File: src/rtl/key_sequencer.sv
// key_sequencer: plays a stored multi-digit code onto a 4-bit key bus as
// timed press/release pairs, with start/busy/done handshake and abort.
//
// state   | meaning
// --------+-----------------------------------------------------------
// IDLE    | waiting for start; rejects codes containing a zero nibble
// PRESS   | current nibble driven on key for PRESS_CYCLES cycles
// RELEASE | key = 0 for RELEASE_CYCLES cycles between digits
// DONE    | one-cycle done pulse, then back to IDLE
module key_sequencer #(
  parameter int CLOCK_FREQ      = 50000000,
  parameter int PRESS_CYCLES    = CLOCK_FREQ / 100,
  parameter int RELEASE_CYCLES  = CLOCK_FREQ / 100,
  parameter int PASSCODE_LENGTH = 4,
  parameter int PASSCODE_WIDTH  = 4 * PASSCODE_LENGTH,
  parameter int HOLD_WIDTH      = $clog2(((PRESS_CYCLES > RELEASE_CYCLES) ?
                                          PRESS_CYCLES : RELEASE_CYCLES) + 1),
  parameter int INDEX_WIDTH     = $clog2(PASSCODE_LENGTH + 1)
) (
  input  logic                      clock,
  input  logic                      reset,
  input  logic                      start,
  input  logic [PASSCODE_WIDTH-1:0] code,
  input  logic                      abort,
  output logic [3:0]                key,
  output logic                      busy,
  output logic                      done,
  output logic                      error,
  output logic [INDEX_WIDTH-1:0]    digit_index
);

  typedef enum logic [1:0] {
    IDLE    = 2'd0,
    PRESS   = 2'd1,
    RELEASE = 2'd2,
    DONE    = 2'd3
  } state_t;

  localparam logic [HOLD_WIDTH-1:0]  PRESS_LAST   = HOLD_WIDTH'(PRESS_CYCLES - 1);
  localparam logic [HOLD_WIDTH-1:0]  RELEASE_LAST = HOLD_WIDTH'(RELEASE_CYCLES - 1);
  localparam logic [INDEX_WIDTH-1:0] LAST_DIGIT   = INDEX_WIDTH'(PASSCODE_LENGTH - 1);

  state_t                    state, state_n;
  logic [HOLD_WIDTH-1:0]     hold_cnt, hold_cnt_n;
  logic [PASSCODE_WIDTH-1:0] code_reg, code_reg_n;
  logic [3:0]                key_n;
  logic                      busy_n, done_n, error_n;
  logic [INDEX_WIDTH-1:0]    digit_index_n;
  logic                      has_zero;
  logic [PASSCODE_WIDTH-1:0] code_shifted;

  // Detect any all-zero nibble in the requested code; such a code cannot be keyed.
  always_comb begin
    has_zero = 1'b0;
    for (int i = 0; i < PASSCODE_LENGTH; i++) begin
      if (code[4*i +: 4] == 4'd0) has_zero = 1'b1;
    end
  end

  assign code_shifted = code_reg << 4;

  // State and registered outputs; key drops to 0 asynchronously on reset.
  always_ff @(posedge clock or negedge reset) begin
    if (!reset) begin
      state       <= IDLE;
      hold_cnt    <= '0;
      code_reg    <= '0;
      key         <= 4'd0;
      busy        <= 1'b0;
      done        <= 1'b0;
      error       <= 1'b0;
      digit_index <= '0;
    end else begin
      state       <= state_n;
      hold_cnt    <= hold_cnt_n;
      code_reg    <= code_reg_n;
      key         <= key_n;
      busy        <= busy_n;
      done        <= done_n;
      error       <= error_n;
      digit_index <= digit_index_n;
    end
  end

  // Next-state and next-output decode; hold counter restarts on every state entry.
  always_comb begin
    state_n       = state;
    hold_cnt_n    = hold_cnt;
    code_reg_n    = code_reg;
    key_n         = key;
    busy_n        = busy;
    done_n        = 1'b0;
    error_n       = 1'b0;
    digit_index_n = digit_index;

    case (state)
      IDLE: begin
        key_n  = 4'd0;
        busy_n = 1'b0;
        if (start && !abort) begin
          if (has_zero) begin
            error_n = 1'b1;
          end else begin
            code_reg_n    = code;
            digit_index_n = '0;
            key_n         = code[PASSCODE_WIDTH-1 -: 4];
            busy_n        = 1'b1;
            hold_cnt_n    = '0;
            state_n       = PRESS;
          end
        end
      end

      PRESS: begin
        if (abort) begin
          key_n      = 4'd0;
          busy_n     = 1'b0;
          hold_cnt_n = '0;
          state_n    = IDLE;
        end else if (hold_cnt == PRESS_LAST) begin
          key_n      = 4'd0;
          hold_cnt_n = '0;
          state_n    = RELEASE;
        end else begin
          hold_cnt_n = hold_cnt + HOLD_WIDTH'(1);
        end
      end

      RELEASE: begin
        if (abort) begin
          key_n      = 4'd0;
          busy_n     = 1'b0;
          hold_cnt_n = '0;
          state_n    = IDLE;
        end else if (hold_cnt == RELEASE_LAST) begin
          hold_cnt_n    = '0;
          digit_index_n = digit_index + INDEX_WIDTH'(1);
          if (digit_index == LAST_DIGIT) begin
            busy_n  = 1'b0;
            done_n  = 1'b1;
            state_n = DONE;
          end else begin
            code_reg_n = code_shifted;
            key_n      = code_shifted[PASSCODE_WIDTH-1 -: 4];
            state_n    = PRESS;
          end
        end else begin
          hold_cnt_n = hold_cnt + HOLD_WIDTH'(1);
        end
      end

      DONE: begin
        key_n      = 4'd0;
        busy_n     = 1'b0;
        hold_cnt_n = '0;
        state_n    = IDLE;
      end

      default: begin
        key_n      = 4'd0;
        busy_n     = 1'b0;
        hold_cnt_n = '0;
        state_n    = IDLE;
      end
    endcase
  end

endmodule

File: config.mk
export PLATFORM = sky130hd
export DESIGN_NAME = key_sequencer
export DESIGN_NICKNAME = d
export VERILOG_FILES = /design/src/rtl/key_sequencer.sv
export SDC_FILE = /design/constraint.sdc
export NUM_CORES = 1
export LEC_CHECK = 0
export CAP_MARGIN = 5
export CORE_ASPECT_RATIO = 1.5
export CORE_MARGIN = 2
export CORE_UTILIZATION = 52
export CTS_BUF_LIST = sky130_fd_sc_hd__clkbuf_4 sky130_fd_sc_hd__clkbuf_8
export CTS_CLUSTER_SIZE = 24
export DETAILED_ROUTE_END_ITERATION = 16
export PLACE_DENSITY = 0.86
export SETUP_SLACK_MARGIN = 0.2
export SKIP_LAST_GASP = 1
export SLEW_MARGIN = 25
export SYNTH_ARGS = -nofsm -noshare
export SYNTH_HDL_FRONTEND = slang
export SYNTH_SLANG_ARGS = --single-unit
File: constraint.sdc
create_clock -name clock -period 1.8 [get_ports clock]
set_input_delay 0.27 -clock clock [delete_from_list [all_inputs] [get_ports clock]]
set_output_delay 0.27 -clock clock [all_outputs]
set_load 0.01 [all_outputs]
==> metrics.md <==
| Metric | Value |
|---|---|
| 1st-iter DRT viols | `219` |
| Routed wire length | `9.943 mm` |
| Maximum resistive drop on vdd | `between 0.9 and 1 mV` |
| Number of cell rows | `30` |
| F_max | `approximately 480 MHz` |
| Total iterations of the first detailed-routing run | `5` |
| Run status | `complete, but fails checks` |
| Width of the die | `60.39 µm` |
| P per Cell Area | `1144 mW/mm²` |
| Max-capacitance violation count | `0` |
| Number of instances in the synthesized netlist | `approximately 240` |
| Final worst path period need | `roughly 2.1 ns` |
| Placed cell count | `374` |
| I/O Buffers | `29` |
| Cell Area, Placed | `0.003239 mm²` |
| Layout cells sized above 1 | `0.4386` |
| GRT Resource Usage Total | `0.3598` |
| Data arrival time at the worst-slack endpoint | `2.28 ns` |
| WL met1 | `between 3 and 4 mm` |
| Final setup margin | `-0.2919 ns` |
| Hold WC Path Type | `input pin to asynchronous set/reset pin` |
| WL met3 | `approximately 680 µm` |
| Clock net sink count | `43` |
| Initial antenna violation count | `0` |
| Final net count | `about 370` |
| CP required | `1.99 ns` |
| Max layer used | `met4` |
| H-tree level count | `2` |
| CTS root buf | `sky130_fd_sc_hd__clkbuf_8` |
| Vias in the first global route | `approximately 2700` |
| Startpoint type of the worst setup path | `flip-flop` |
| Mapped Area | `~0.0025 mm²` |
| Setup skew after layout | `approximately 0.018 ns` |
| Detail Placement HPWL | `4.810 mm` |
| Insertion delay of the later-clocked pin in the worst-skew pair | `about 0.32 ns` |
| RSZ-0062 raised after global routing | `yes` |
| Routed len/inst | `~24 µm` |
| Remaining Overflow, GRT | `0` |
| Type of destination of the critical path | `flip-flop` |
| Core outline area | `0.004542 mm²` |
| Clk pin slew, worst setup/hold paths | `approximately 0.1 ns` |
| ANT nets after route | `0` |
| Count of synthesis-stage warnings from yosys | `0` |
| Vertical die dimension | `roughly 90 µm` |
| Number of flip-flops under the largest register name | `19` |
| Met2 layer wire length in the routed design | `around 5 mm` |
| Clock tree from TritonCTS | `built` |
| Final hold violation count | `0` |
| Fin area | `0.003826 mm²` |
| Final core occ | `0.8424` |
| Area growth from synthesis to final layout | `54.29%` |
| Final antenna diode count | `0` |
| Failing checks | `setup timing` |
| Count of endpoints failing setup in the final report | `40` |
| Number of vias after detailed routing | `2679` |
| Pins Over Slew Limit | `0` |
| Count of non-filler cells in the finished layout | `406` |
| Number of nets produced by synthesis | `271` |
| Global-route wire length before repair | `~14 mm` |
| Slew headroom | `0.6559` |
| Worst Path Class, Setup | `flip-flop to flip-flop` |
| Syn avg cell area | `10.16 µm²` |
| TritonCTS buffer count | `5` |
| Placer congestion estimate | `~0.90` |
| Initial cell density of the core | `0.5460` |
| Share of the clock period used by the worst path | `1.162` |
| Routed vias/inst | `around 6.6` |
| Distinct cells, synth | `47` |
| Pin count of the biggest net entering global routing | `25` |
| Post-route DRC | `0` |
| Number of flip-flops and latches in the synthesized netlist | `43` |
| Sequential-to-total area share from yosys stat | `0.4339` |
| Top-Level Pins | `30` |
| Largest buffer count on any clock path | `2` |
| Largest fanout of any net on the critical path | `12` |
| Standby leakage power | `1.615 nW` |
| Die area | `about 0.0053 mm²` |
| Worst-margin pin slew | `0.5161 ns` |
## through the flow
stage                     total power, mW  TNS [ns]  hold WS (ns)  setup slack (ns)
after floorplan                     2.274   -0.4950      -0.02559          -0.04950
after global placement              2.801    -14.61        0.2558           -0.4306
after detailed placement            2.876    -16.53        0.2640           -0.4818
after CTS                           4.099    -1.403        0.4760           -0.1259
after global routing                4.509    -9.192        0.4896           -0.3272
final                               4.377    -7.157        0.4466           -0.2919
## per-layer routing
metal | vias to the layer above | GRT usage
met5 | - | 0
met4 | 0 | 0.2202
met3 | 78 | 0.07164
met2 | 199 | 0.6215
met1 | 1305 | 0.3943
li1 | 1097 | -
## synthesized netlist by cell type (all sizes together)
cell / instances / area share
nand2: 13 / 0.020
buf: 4 / 0.012
nand4: 4 / 0.013
a311o: 1 / 0.0040
a32oi: 5 / 0.018
nand2b: 5 / 0.016
and4: 1 / 0.0035
and3: 3 / 0.0076
o31ai: 4 / 0.012
mux2: 22 / 0.10
o22a: 1 / 0.0035
nor2b: 11 / 0.028
nand4b: 2 / 0.0071
a21boi: 1 / 0.0045
clkbuf: 4 / 0.0066
a21oi: 22 / 0.050
nand3: 9 / 0.018
or3: 6 / 0.015
a22oi: 1 / 0.0030
and2: 1 / 0.0025
nor3: 9 / 0.020
a31oi: 3 / 0.0076
mux2i: 2 / 0.0081
a211oi: 1 / 0.0030
ha: 7 / 0.035
nor2: 19 / 0.029
o21a: 1 / 0.0030
dfrtp: 43 / 0.43
o21ai: 9 / 0.020
inv: 7 / 0.011
or4: 5 / 0.018
o31a: 1 / 0.0035
xor2: 1 / 0.0035
nor4: 11 / 0.044
xnor2: 5 / 0.018
## worst max-delay path, stage by stage (launching register included)
cell,delay (ns)
sky130_fd_sc_hd__dfrtp_1,0.47
sky130_fd_sc_hd__ha_1,0.24
sky130_fd_sc_hd__ha_1,0.22
sky130_fd_sc_hd__inv_1,0.12
sky130_fd_sc_hd__nand4_1,0.13
sky130_fd_sc_hd__a21oi_2,0.25
sky130_fd_sc_hd__buf_12,0.17
sky130_fd_sc_hd__mux2_2,0.35
## cell usage in the layout, fill, tap and decap left out, types with 3 or more instances in the layout
cell type                         Yosys  final
sky130_fd_sc_hd__or3_1                6      6
sky130_fd_sc_hd__a32oi_1              5      5
sky130_fd_sc_hd__or4_1                3      3
sky130_fd_sc_hd__nor3_1               8      3
sky130_fd_sc_hd__nor4_2               4      4
sky130_fd_sc_hd__nor3_4               0      3
sky130_fd_sc_hd__a21oi_1             18     12
sky130_fd_sc_hd__nor2_1              19     13
sky130_fd_sc_hd__buf_6                1     11
sky130_fd_sc_hd__inv_1                7      4
sky130_fd_sc_hd__clkbuf_8             0      6
sky130_fd_sc_hd__buf_4                1     53
sky130_fd_sc_hd__dlygate4sd2_1        0     18
sky130_fd_sc_hd__buf_12               0      3
sky130_fd_sc_hd__mux2_2              11     10
sky130_fd_sc_hd__nand4_1              3      3
sky130_fd_sc_hd__mux2_1              11     10
sky130_fd_sc_hd__xnor2_1              5      5
sky130_fd_sc_hd__ha_1                 7      4
sky130_fd_sc_hd__nor4_4               1      5
sky130_fd_sc_hd__clkdlybuf4s50_1      0     10
sky130_fd_sc_hd__nor2_2               0      3
sky130_fd_sc_hd__o31ai_1              4      4
sky130_fd_sc_hd__a21oi_2              4      8
sky130_fd_sc_hd__nor2_4               0      3
sky130_fd_sc_hd__dfrtp_1             43     42
sky130_fd_sc_hd__nand2b_1             4      3
sky130_fd_sc_hd__o21ai_0              8      6
sky130_fd_sc_hd__nor2b_1             11      7
sky130_fd_sc_hd__nand3_1              9      7
sky130_fd_sc_hd__nand2_1             13     11
sky130_fd_sc_hd__nor3_2               1      3
sky130_fd_sc_hd__inv_2                0      3
## cell families after synthesis
kind of cell / synth area share
mux: 0.1080
compound gates: 0.1322
xor+xnor: 0.02119
buf+inv: 0.02876
flops: 0.4339
fa+ha+maj: 0.03532
simple gates: 0.2407
## power breakdown
part	internal [mW]	leakage, nW	switching, mW
Combinational	1.08	0.989	1.11
Clock	0.450	0.0612	0.376
Sequential	1.20	0.564	0.167
## cell type report
| class | instances | area (µm²) |
|---|---|---|
| flip-flops and latches | 43 | 1077 |
| inverters | 7 | 26.28 |
| repair buffers | 98 | 882.1 |
| multi-input cells | 186 | 1643 |
| clock buffers | 6 | 82.58 |
| well taps | 64 | 80.08 |
| clock inverters | 2 | 35.03 |
| fillers | 214 | 715.7 |
## repair_timing
action	in CTS	in global routing
endpoints found under the hold margin	19	0
hold buffers	1	0
buffers inserted	17	5
endpoints found under the setup margin	42	42
gates resized for setup	68	19
gates cloned	1	0
pin swaps	23	13
## path summary, 6_finish.rpt
path	from	end	slack, ns	depth (start not counted)
worst min register to register	code_reg[2]	code_reg[2]	0.49	1
worst min-delay path	reset	digit_index[0]	0.45	2
max in group asynchronous	reset	code_reg[8]	0.82	3
worst max-delay path	digit_index[0]	code_reg[1]	-0.29	7
worst max register to register	digit_index[0]	code_reg[1]	-0.29	7
min in group clock	code_reg[2]	code_reg[2]	0.49	1
(Power assumes the default switching activity.)
